$ cat src/rtl/mem_arb_pkg.sv
// Shared types for the two-requester memory port arbiter: FSM encoding and requester IDs.
// Latency: n/a. Backpressure: n/a.
package mem_arb_pkg;

   typedef enum logic [1:0] {
      IDLE   = 2'd0,
      ACCESS = 2'd1,
      RESP   = 2'd2
   } arb_state_t;

   localparam int REQ_CORE = 0;
   localparam int REQ_DBG  = 1;

   function automatic logic [1:0] id_to_onehot(input logic id);
      return id ? 2'b10 : 2'b01;
   endfunction

endpackage

$ cat src/rtl/rr_arbiter_2.sv
// Two-way round-robin pick: on a tie the requester not granted last wins.
// Latency: combinational. Backpressure: none, pure function of valid/last.
module rr_arbiter_2
   import mem_arb_pkg::*;
(
   input  logic [1:0] valid,
   input  logic       last,
   output logic [1:0] grant
);

   always_comb begin
      grant = 2'b00;
      if (valid[REQ_CORE] && valid[REQ_DBG]) begin
         // last holds the index of the previous winner
         grant = last ? 2'b01 : 2'b10;
      end else begin
         grant = valid;
      end
   end

endmodule

$ cat src/rtl/mem_port_arbiter.sv
// Shares one single-cycle data memory port between the core and the debug/loader.
// Latency: accept N, memory strobe N+1, response N+2. Backpressure: ready only in IDLE.
module mem_port_arbiter
   import mem_arb_pkg::*;
#(
   parameter int ADDR_WIDTH = 32,
   parameter int DATA_WIDTH = 32
) (
   input  logic                    clk,
   input  logic                    reset,
   input  logic [1:0]              req_valid_i,
   input  logic [1:0]              req_write_i,
   input  logic [2*ADDR_WIDTH-1:0] req_addr_i,
   input  logic [2*DATA_WIDTH-1:0] req_wdata_i,
   output logic [1:0]              req_ready_o,
   output logic [1:0]              rsp_valid_o,
   output logic [DATA_WIDTH-1:0]   rsp_rdata_o,
   output logic                    mem_read_o,
   output logic                    mem_write_o,
   output logic [ADDR_WIDTH-1:0]   mem_addr_o,
   output logic [DATA_WIDTH-1:0]   mem_wdata_o,
   input  logic [DATA_WIDTH-1:0]   mem_rdata_i
);

   arb_state_t            state_q;
   arb_state_t            state_d;
   logic                  last_q;
   logic                  own_q;
   logic                  wr_q;
   logic [ADDR_WIDTH-1:0] addr_q;
   logic [DATA_WIDTH-1:0] wdata_q;
   logic [DATA_WIDTH-1:0] rdata_q;
   logic [1:0]            grant;
   logic                  accept;
   logic                  sel;

   rr_arbiter_2 u_rr (
      .valid (req_valid_i),
      .last  (last_q),
      .grant (grant)
   );

   assign sel = grant[REQ_DBG];

   always_ff @(posedge clk) begin
      if (reset) begin
         state_q <= IDLE;
      end else begin
         state_q <= state_d;
      end
   end

   // Strobes are gated with reset so an in-flight access is dropped immediately.
   always_comb begin
      state_d     = state_q;
      accept      = 1'b0;
      req_ready_o = 2'b00;
      rsp_valid_o = 2'b00;
      mem_read_o  = 1'b0;
      mem_write_o = 1'b0;
      case (state_q)
         IDLE: begin
            if (|req_valid_i) begin
               accept  = 1'b1;
               state_d = ACCESS;
               if (!reset) begin
                  req_ready_o = grant;
               end
            end
         end
         ACCESS: begin
            state_d = RESP;
            if (!reset) begin
               mem_read_o  = ~wr_q;
               mem_write_o = wr_q;
            end
         end
         RESP: begin
            state_d = IDLE;
            if (!reset) begin
               rsp_valid_o = id_to_onehot(own_q);
            end
         end
         default: state_d = IDLE;
      endcase
   end

   always_ff @(posedge clk) begin
      if (reset) begin
         last_q  <= 1'b1;
         own_q   <= 1'b0;
         wr_q    <= 1'b0;
         addr_q  <= '0;
         wdata_q <= '0;
         rdata_q <= '0;
      end else begin
         if (accept) begin
            last_q  <= sel;
            own_q   <= sel;
            wr_q    <= req_write_i[sel];
            addr_q  <= sel ? req_addr_i[2*ADDR_WIDTH-1:ADDR_WIDTH] : req_addr_i[ADDR_WIDTH-1:0];
            wdata_q <= sel ? req_wdata_i[2*DATA_WIDTH-1:DATA_WIDTH] : req_wdata_i[DATA_WIDTH-1:0];
         end
         if (state_q == ACCESS) begin
            rdata_q <= wr_q ? '0 : mem_rdata_i;
         end
      end
   end

   assign mem_addr_o  = addr_q;
   assign mem_wdata_o = wdata_q;
   assign rsp_rdata_o = rdata_q;

endmodule
$ cat config.mk
export PLATFORM = sky130hd
export DESIGN_NAME = mem_port_arbiter
export DESIGN_NICKNAME = d
export VERILOG_FILES = /design/src/rtl/mem_arb_pkg.sv /design/src/rtl/rr_arbiter_2.sv /design/src/rtl/mem_port_arbiter.sv
export SDC_FILE = /design/constraint.sdc
export NUM_CORES = 1
export LEC_CHECK = 0
export CORE_MARGIN = 3
export CORE_UTILIZATION = 39
export DETAILED_ROUTE_END_ITERATION = 7
export GPL_ROUTABILITY_DRIVEN = 0
export PLACE_DENSITY = 0.82
export SLEW_MARGIN = 20
export SYNTH_ARGS = -nofsm -noshare
export SYNTH_HDL_FRONTEND = slang
export SYNTH_SLANG_ARGS = --single-unit
$ cat constraint.sdc
create_clock -name clk -period 2.3 [get_ports clk]
set_clock_uncertainty 0.2 [all_clocks]
set_input_delay 0.46 -clock clk [delete_from_list [all_inputs] [get_ports clk]]
set_output_delay 0.46 -clock clk [all_outputs]
set_load 0.01 [all_outputs]
### Word level (Yosys, flattened, before mapping)

Index checks and enable logic that the tools add are counted.

| storage, ports and cells | value |
|---|---|
| flip-flop bits (word level) | 101 |
| logic and storage cells | 36 |
| output and inout bits | 102 |

| operators by class | value |
|---|---|
| muxes and demuxes | 21 |
| $lt $le $gt $ge | 1 |
| eq/ne operators | 3 |
| reductions and logical operators | 3 |
| bitwise operators | 1 |

Operators by type and width:

| kind | count |
|---|---|
| two-way mux 32 bit | 3 |
| two-way mux 2 bit | 9 |
| two-way mux 1 bit | 8 |
| one-hot mux 2 bit (2 select lines) | 1 |
| == test 2 x 1 -> 1 bit (second input constant) | 1 |
| == test 2 bit (second input constant) | 1 |
| zero test 2 bit | 1 |
| less-than comparator 1 x 2 -> 1 bit (second input constant) | 1 |
| inequality test 2 bit (second input constant) | 1 |
| OR reduction 2 bit | 1 |
| logical AND 1 bit | 1 |
| NOT 1 bit | 1 |

### Logic depth before layout (Yosys ltp)

| depth | value |
|---|---|
| depth after elaboration | 5 |
| mapped depth | 6 |
| depth with buffers taken out | 3 |

### By module

Synthesis repeated with hierarchy kept, for this count alone.

| second synthesis, totals | value |
|---|---|
| cell total of the unflattened synthesis | 394 |
| area, all modules | 4,419.2 sq um |

By module, submodules not included:

| module | cells each | area an instance (sq um) | sequential area each (sq um) | instances |
|---|---|---|---|---|
| mem_port_arbiter | 391 | 4,400.5 | 2,021.9 | 1 |
| rr_arbiter_2 | 3 | 18.8 | 0.0 | 1 |

### Worst setup path after synthesis

Ideal clock, no wire load.

| path | value |
|---|---|
| path kind | input -> output |
| start | input reset |
| end | output rsp_valid_o[0] |
| stages on the path | 4 |
| arrival time | 1.332 ns |
| setup slack | 0.308 ns |
| path through | buf_2 > clkbuf_1 > clkbuf_1 > nor4_1 |

| on the way | value |
|---|---|
| word-level cells in the longest chain between the ends | 2 |

Ends and longest elaborated chain:

| element | RTL line | text |
|---|---|---|
| start: declaration | mem_port_arbiter.sv:10 | `input logic reset,` |
| two-way mux 2 bit | mem_port_arbiter.sv:80 | `if (!reset) begin` |
| two-way mux 2 bit | mem_port_arbiter.sv:61 | `case (state_q)` |
| end: declaration | mem_port_arbiter.sv:16 | `output logic [1:0] rsp_valid_o,` |

Every way passes these cells.

### Final worst setup path

| path | value |
|---|---|
| start | input req_valid_i[1] |
| end | output req_ready_o[0] |

| on the way | value |
|---|---|
| word-level cells in the longest chain between the ends | 5 |

Ends and longest elaborated chain:

| element | RTL line | text |
|---|---|---|
| start: declaration | mem_port_arbiter.sv:11 | `input logic [1:0] req_valid_i,` |
| logical AND 1 bit | rr_arbiter_2.sv:13 | `if (valid[REQ_CORE] && valid[REQ_DBG]) begin` |
| two-way mux 2 bit | rr_arbiter_2.sv:13 |  |
| two-way mux 2 bit | mem_port_arbiter.sv:66 | `if (!reset) begin` |
| two-way mux 2 bit * | mem_port_arbiter.sv:63 | `if (\|req_valid_i) begin` |
| two-way mux 2 bit * | mem_port_arbiter.sv:61 |  |
| end: declaration | mem_port_arbiter.sv:15 | `output logic [1:0] req_ready_o,` |

Every way passes the cells marked *; elsewhere a longest branch is shown, timed or not.

==> impl_results.md <==
- Register area share after synthesis: 0.492
- Yosys warnings: 0
- CP endpoint kind: output port
- Drt first-iter violations: ~280
- # H-tree levels: 3
- Critical path type: in2out
- Final hold viol count: 0
- Critical path arrival: 1.61 ns
- Core area: 10000 um2
- CTS Sinks: roughly 100
- Avg WL per Cell: 18.4 um
- Pin count of the biggest net entering global routing: 66
- CTS Buf Count: 9
- CTS tree: done
- Worst hold path class: in2reg
- Status: finished, final reports clean
- Die area: ~12000 um2
- Synth-to-Final Area Change: 74.8%
- DR pass1 iterations: 4
- DR DRC count: 0
- Post-Syn Instances: 465
- Leakage: 2.78 nW
- Worst skew pair latency: 0.35 ns
- Num ports: 268
- M2 GR Usage: 0.462
- Starting density of the core: 0.411
- Crit start category: input pin
- CP max-delay cell: clkdlybuf4s50_1
- Diode count: 0
- Setup bufs post-CTS: 0
- Syn Area/Cell: 8.84 um2
- Power, Total: ~4.5 mW
- Reg2Reg Setup Slack: 0.44 ns
- Maxcap violations: 0
- Total gr overflow: 0
- WP data required: 1.64 ns
- # nets final: 887
- RSZ-0062 raised after global routing: false
- CTS Hold Buffers Added: 0
- Vias in the first global route: approximately 4600
- DPL Wire Length: ~11 mm
- Switch share: 0.298
- Sequential share of power: 0.460
- GRT Overall Usage: 0.259
- Yosys top cell area share: 0.492
- Top cell type by total area after synthesis: dfxtp_1
- IO Port Bufs: 267
- Post-synthesis register bit count: just over 100
- Worst slew pin tran: 0.717 ns
- Biggest cell delay along the critical path: 0.49 ns
- Synth area leaders: dfxtp_1 (49%), nand2_1 (12%), a311oi_1 (8.1%)
- DIE HEIGHT: 109 um
- Worst-path maximum fanout: 6
- Vias per cell: 5.37
- Count of final max-slew check failures: 0
- Combinational Power Share: 0.304
- Synthesized Nets: 631
- Relative slew slack: 0.522
- Peak supply drop: 0.407 mV
- Clock power frac: 0.236
- Count of different cell masters after synthesis: 27
- First-pass GRT wire length: 23.9 mm
- Vias: 4616
- Initial antenna violation count: 0
- Maximum clock path buffer count: 2
- Detail Route Antenna Nets: 0
- Int Pwr: 3.13 mW
- Met1 Track Usage GR: 0.277
- Sw Pwr: 1.33 mW
- Fmax: 0.441 GHz
- Final Cycle Share: 0.986
- Routed wire length: ~16 mm
- Global Route met3 Usage: 0.0847
- Clk root buf: clkbuf_8
- Mapped Area: 4110 um2
- Final hold slack: 0.174 ns
- Layout cells sized above 1: 0.0702
- Endpoints failing setup: 0
- Die Wd: 109 um
- Period minus WS final: 2.27 ns
- GR peak layer: met2
- PD cells: 620 nW/um2
- Placement Rows: 36
- Clock slew at reported path FFs: 0.09 ns
- CP Cell Sequence: clkdlybuf4s50_1, buf_4, nand2_1, and3_1, dlygate4sd2_1
## cell type report
cell class                      count  area (um2)
Multi-Input combinational cell    315        1870
Inverter                            3        11.3
Fill cell                         770        2820
Clock inverter                      7        57.6
Timing Repair Buffer              291        2930
Sequential cell                   101        2020
Tap cell                          133         166
Clock buffer                        9         124
## layout by cell type (no fill, tap or decap), drive strengths merged
master | netlist | routed
dlymetal6s2s | 0 | 1
a21boi | 1 | 1
a21oi | 40 | 40
nand2b | 27 | 27
or2 | 1 | 1
nor3 | 2 | 2
a21bo | 1 | 1
nor4bb | 1 | 1
and2 | 2 | 2
a32oi | 27 | 27
a311oi | 38 | 38
dfxtp | 101 | 101
nor2 | 2 | 2
clkdlybuf4s50 | 0 | 260
and3 | 1 | 1
clkinv | 0 | 2
nand2 | 133 | 133
clkbuf | 16 | 9
dlygate4sd2 | 0 | 5
nor3b | 1 | 1
o21ai | 1 | 1
buf | 30 | 25
nor4 | 1 | 1
nor2b | 1 | 1
inv | 3 | 5
o31ai | 1 | 1
nand3 | 1 | 1
clkinvlp | 0 | 3
a31oi | 1 | 1
a22o | 32 | 32
## state kept, by name, indices dropped and copies added, names as in the netlist
signal	cells
last_q	1
mem_addr_o	32
mem_wdata_o	32
own_q	1
rsp_rdata_o	32
state_q	2
wr_q	1
## power groups by stage
| stage | clock (mW) | sequential [mW] | combinational [mW] |
|---|---|---|---|
| floorplan | 0 | 2.16 | 0.437 |
| global placement | 0 | 2.07 | 1.32 |
| detailed placement | 0 | 2.09 | 1.36 |
| CTS | 1.09 | 2.05 | 1.36 |
| global route | 1.15 | 2.07 | 1.46 |
| finish | 1.05 | 2.05 | 1.35 |
## through the flow
step           utilization  worst slack (ns)  setup TNS (ns)  area [um2]  std cells
2_1_floorplan            -             0.308               0        4110        465
3_3_place_gp         0.700            -0.198           -3.24        7000        843
3_5_place_dp         0.700            -0.204           -6.87        7000        843
4_1_cts              0.718          0.000570               0        7180        859
5_1_grt              0.718          0.000447               0        7180        859
6_report             0.718            0.0314               0        7180        859
## logic make-up (layout without fill, tap and decap cells)
group,count (synthesis),in the layout,synth area share
compound gates,142,142,0.265
simple gates,173,173,0.183
flops,101,101,0.492
buf+inv,49,310,0.0594
## critical path: cells and delay by family
kind / cells / cell delay (ns)
buf+inv: 3 / 0.93
simple gates: 2 / 0.22
## path summary, 6_finish.rpt
check                       from              to  cells past startpoint
setup / recovery  req_valid_i[1]  req_ready_o[0]                      5
hold / removal             reset      state_q[1]                      2
setup reg to reg          last_q  mem_wdata_o[7]                      4
hold reg to reg   mem_addr_o[19]  mem_addr_o[19]                      2
## synthesized netlist by cell type, drive strengths merged
cell type / n
nor4bb: 1
nor3: 2
and2: 2
a311oi: 38
a21boi: 1
a21bo: 1
dfxtp: 101
buf: 30
nand3: 1
nor3b: 1
inv: 3
a22o: 32
o21ai: 1
and3: 1
nor4: 1
a21oi: 40
nand2b: 27
nor2b: 1
or2: 1
a31oi: 1
o31ai: 1
nor2: 2
a32oi: 27
nand2: 133
clkbuf: 16
## repair_timing
item | 4_1_cts | 5_1_grt
resized for setup | 6 | 1
endpoints found under the setup margin | 6 | 1
endpoints found under the hold margin | 0 | 0
## metal layers
metal	up-vias	wire length (um)
met1	2181	5630
met2	214	8150
met3	37	1510
met4	0	547
met5	-	0
li1	2184	-
Note: power is estimated with default switching activity, not from simulation.
==> RTL edit (same settings) <==
Encoding of `arb_state_t`: now one-hot (3 bits for 3 states).
--- a/src/rtl/mem_arb_pkg.sv
+++ b/src/rtl/mem_arb_pkg.sv
@@ -3,8 +3,8 @@
 package mem_arb_pkg;
 
-   typedef enum logic [1:0] {
-      IDLE   = 2'd0,
-      ACCESS = 2'd1,
-      RESP   = 2'd2
+   typedef enum logic [2:0] {
+      IDLE   = 3'b001,
+      ACCESS = 3'b010,
+      RESP   = 3'b100
    } arb_state_t;
 
Check against the original RTL: no difference found for any inputs over 10 cycles, from zero or initial values and one cycle with reset high; not proved beyond that.
==> RTL edit against the original RTL <==
Largest power group unchanged. Area after synthesis shrank 0.30%. Final area is essentially flat. Critical endpoint is now req_ready_o[1]. Sequential cell count grew 1. Routed wire length shrank 5.9%. Total power grew 4.6%. Synthesized cell count shrank 7.7%. Core utilization is essentially flat. Worst setup slack gained 0.021 ns. Non-clock buffer count shrank 1.
==> RTL edit: results (changes against the original RTL) <==
* Crit path max-delay family: buffers and inverters
* Net Sw Frac at 30.25% (+0.48 points)
* Initial drt markers at 272 (-3.9%)
* DR top layer: met5
* FF/Latch Area at 2047 sq um (+1.2%)
* Invs w/o clock at 41 (+38)
* Grt met3 use at 7.940% (-0.53 points)
* Final cell count without fillers at 822 (-4.3%)
* Clock-cell share of area at 2.525% (about the same)
* Initial antenna violation count at 1 (+1)
* Number of non-clock buffers at 290 (-0.34%)
* Cells after Synth at 429 (-7.7%)
* Total GRT Usage at 23.96% (-1.9 points)
* Vias per cell at 5.375 (about the same)
* Layout cell share with drive strength beyond 1 at 7.837% (+0.81 points)
* M1 WL at 5619 um (-0.12%)
* Placed cells at 806 (-4.4%)
* HPWL Detailed at 10910 um (-4.8%)
* Worst slack, placed at -0.3123 ns (-0.1086 ns)
* Register area share after synthesis at 49.85% (+0.64 points)
* Global-route wire length before repair at 22290 um (-6.6%)
* Post-synthesis compound-gate area fraction at 29.99% (+3.5 points)
* CP max stage delay at 0.51 ns (+0.02 ns)
* Status: completed
* Clock Tree Root: clkbuf_8
* Pin count of the biggest net entering global routing at 67 (+1.5%)
* Leakage at 2.687 nW (-3.3%)
* Synth cell count leaders: dfxtp_1, nand2_1, inv_1
* Met2 Track Usage GR at 42.45% (-3.8 points)
* CTS sink count at 102 (+0.99%)
* Vias in the first global route at 4353 (-5.5%)
* Peak VDD IR at 0.0004581 V (+13%)
* Non-clock buffer share at 40.17% (-0.64 points)
* Multi-input logic area at 1750 sq um (-6.4%)
* Wirelength per Cell at 18.13 um (-1.7%)
* # nets final at 850 (-4.2%)
* Met3 wire length at 1448 um (-4.4%)
* Met1 Use GR at 27.21% (-0.50 points)
* Slew HR at 67.31% (+15 points)
* Largest cells by area after synthesis: dfxtp_1, a221oi_1, o32ai_1
* Fillers at 759 (-1.4%)
* Multi-input gates at 240 (-24%)
* Syn_nets at 595 (-5.7%)
[RTL edit: cell types whose count changed in the layout (fill, tap and decap cells not counted), moves of 3 or more]
cell | before | now
a311oi_1 | 38 | 0
buf_12 | 7 | 4
a221oi_1 | 0 | 39
a21oi_1 | 39 | 1
inv_1 | 3 | 41
o32ai_1 | 0 | 39
nand2_1 | 132 | 53
nor2_1 | 1 | 4
[RTL edit: worst min-delay path, cell delays in order, from the launching register on]
cell	delay, ns
dfxtp_1	0.32
nand2b_1	0.06
a32oi_1	0.05
[RTL edit: worst paths after layout]
kind | from | cells past startpoint | endpoint | slack, ns
setup / recovery | req_valid_i[1] | 4 | req_ready_o[1] | 0.05
hold / removal | mem_addr_o[24] | 2 | mem_addr_o[24] | 0.27
setup reg to reg | state_q[0] | 5 | mem_addr_o[28] | 0.31
hold reg to reg | mem_addr_o[24] | 2 | mem_addr_o[24] | 0.27
[RTL edit: timing repair]
action | 4_1_cts | 5_1_grt
gates cloned | 0 | 0
gates resized for setup | 16 | 7
endpoints found under the setup margin | 6 | 7
[RTL edit: power groups by stage]
stage                     Clock, mW  Combinational, mW  Sequential [mW]
final                          1.06               1.49             2.11
after detailed placement          0               1.48             2.15
after floorplan                   0              0.496             2.23
after global placement            0               1.46             2.13
after CTS                      1.09               1.49             2.11
after global routing           1.16               1.59             2.14
[RTL edit: per-stage QoR]
step | hold WS, ns | area, sq um | utilization [%]
after floorplan | 0.2482 | 4096 | -
after global placement | 0.2484 | 6975 | 69.76
after detailed placement | 0.2509 | 6975 | 69.76
after CTS | 0.2390 | 7161 | 71.61
after global routing | 0.2580 | 7186 | 71.86
final | 0.2675 | 7186 | 71.86
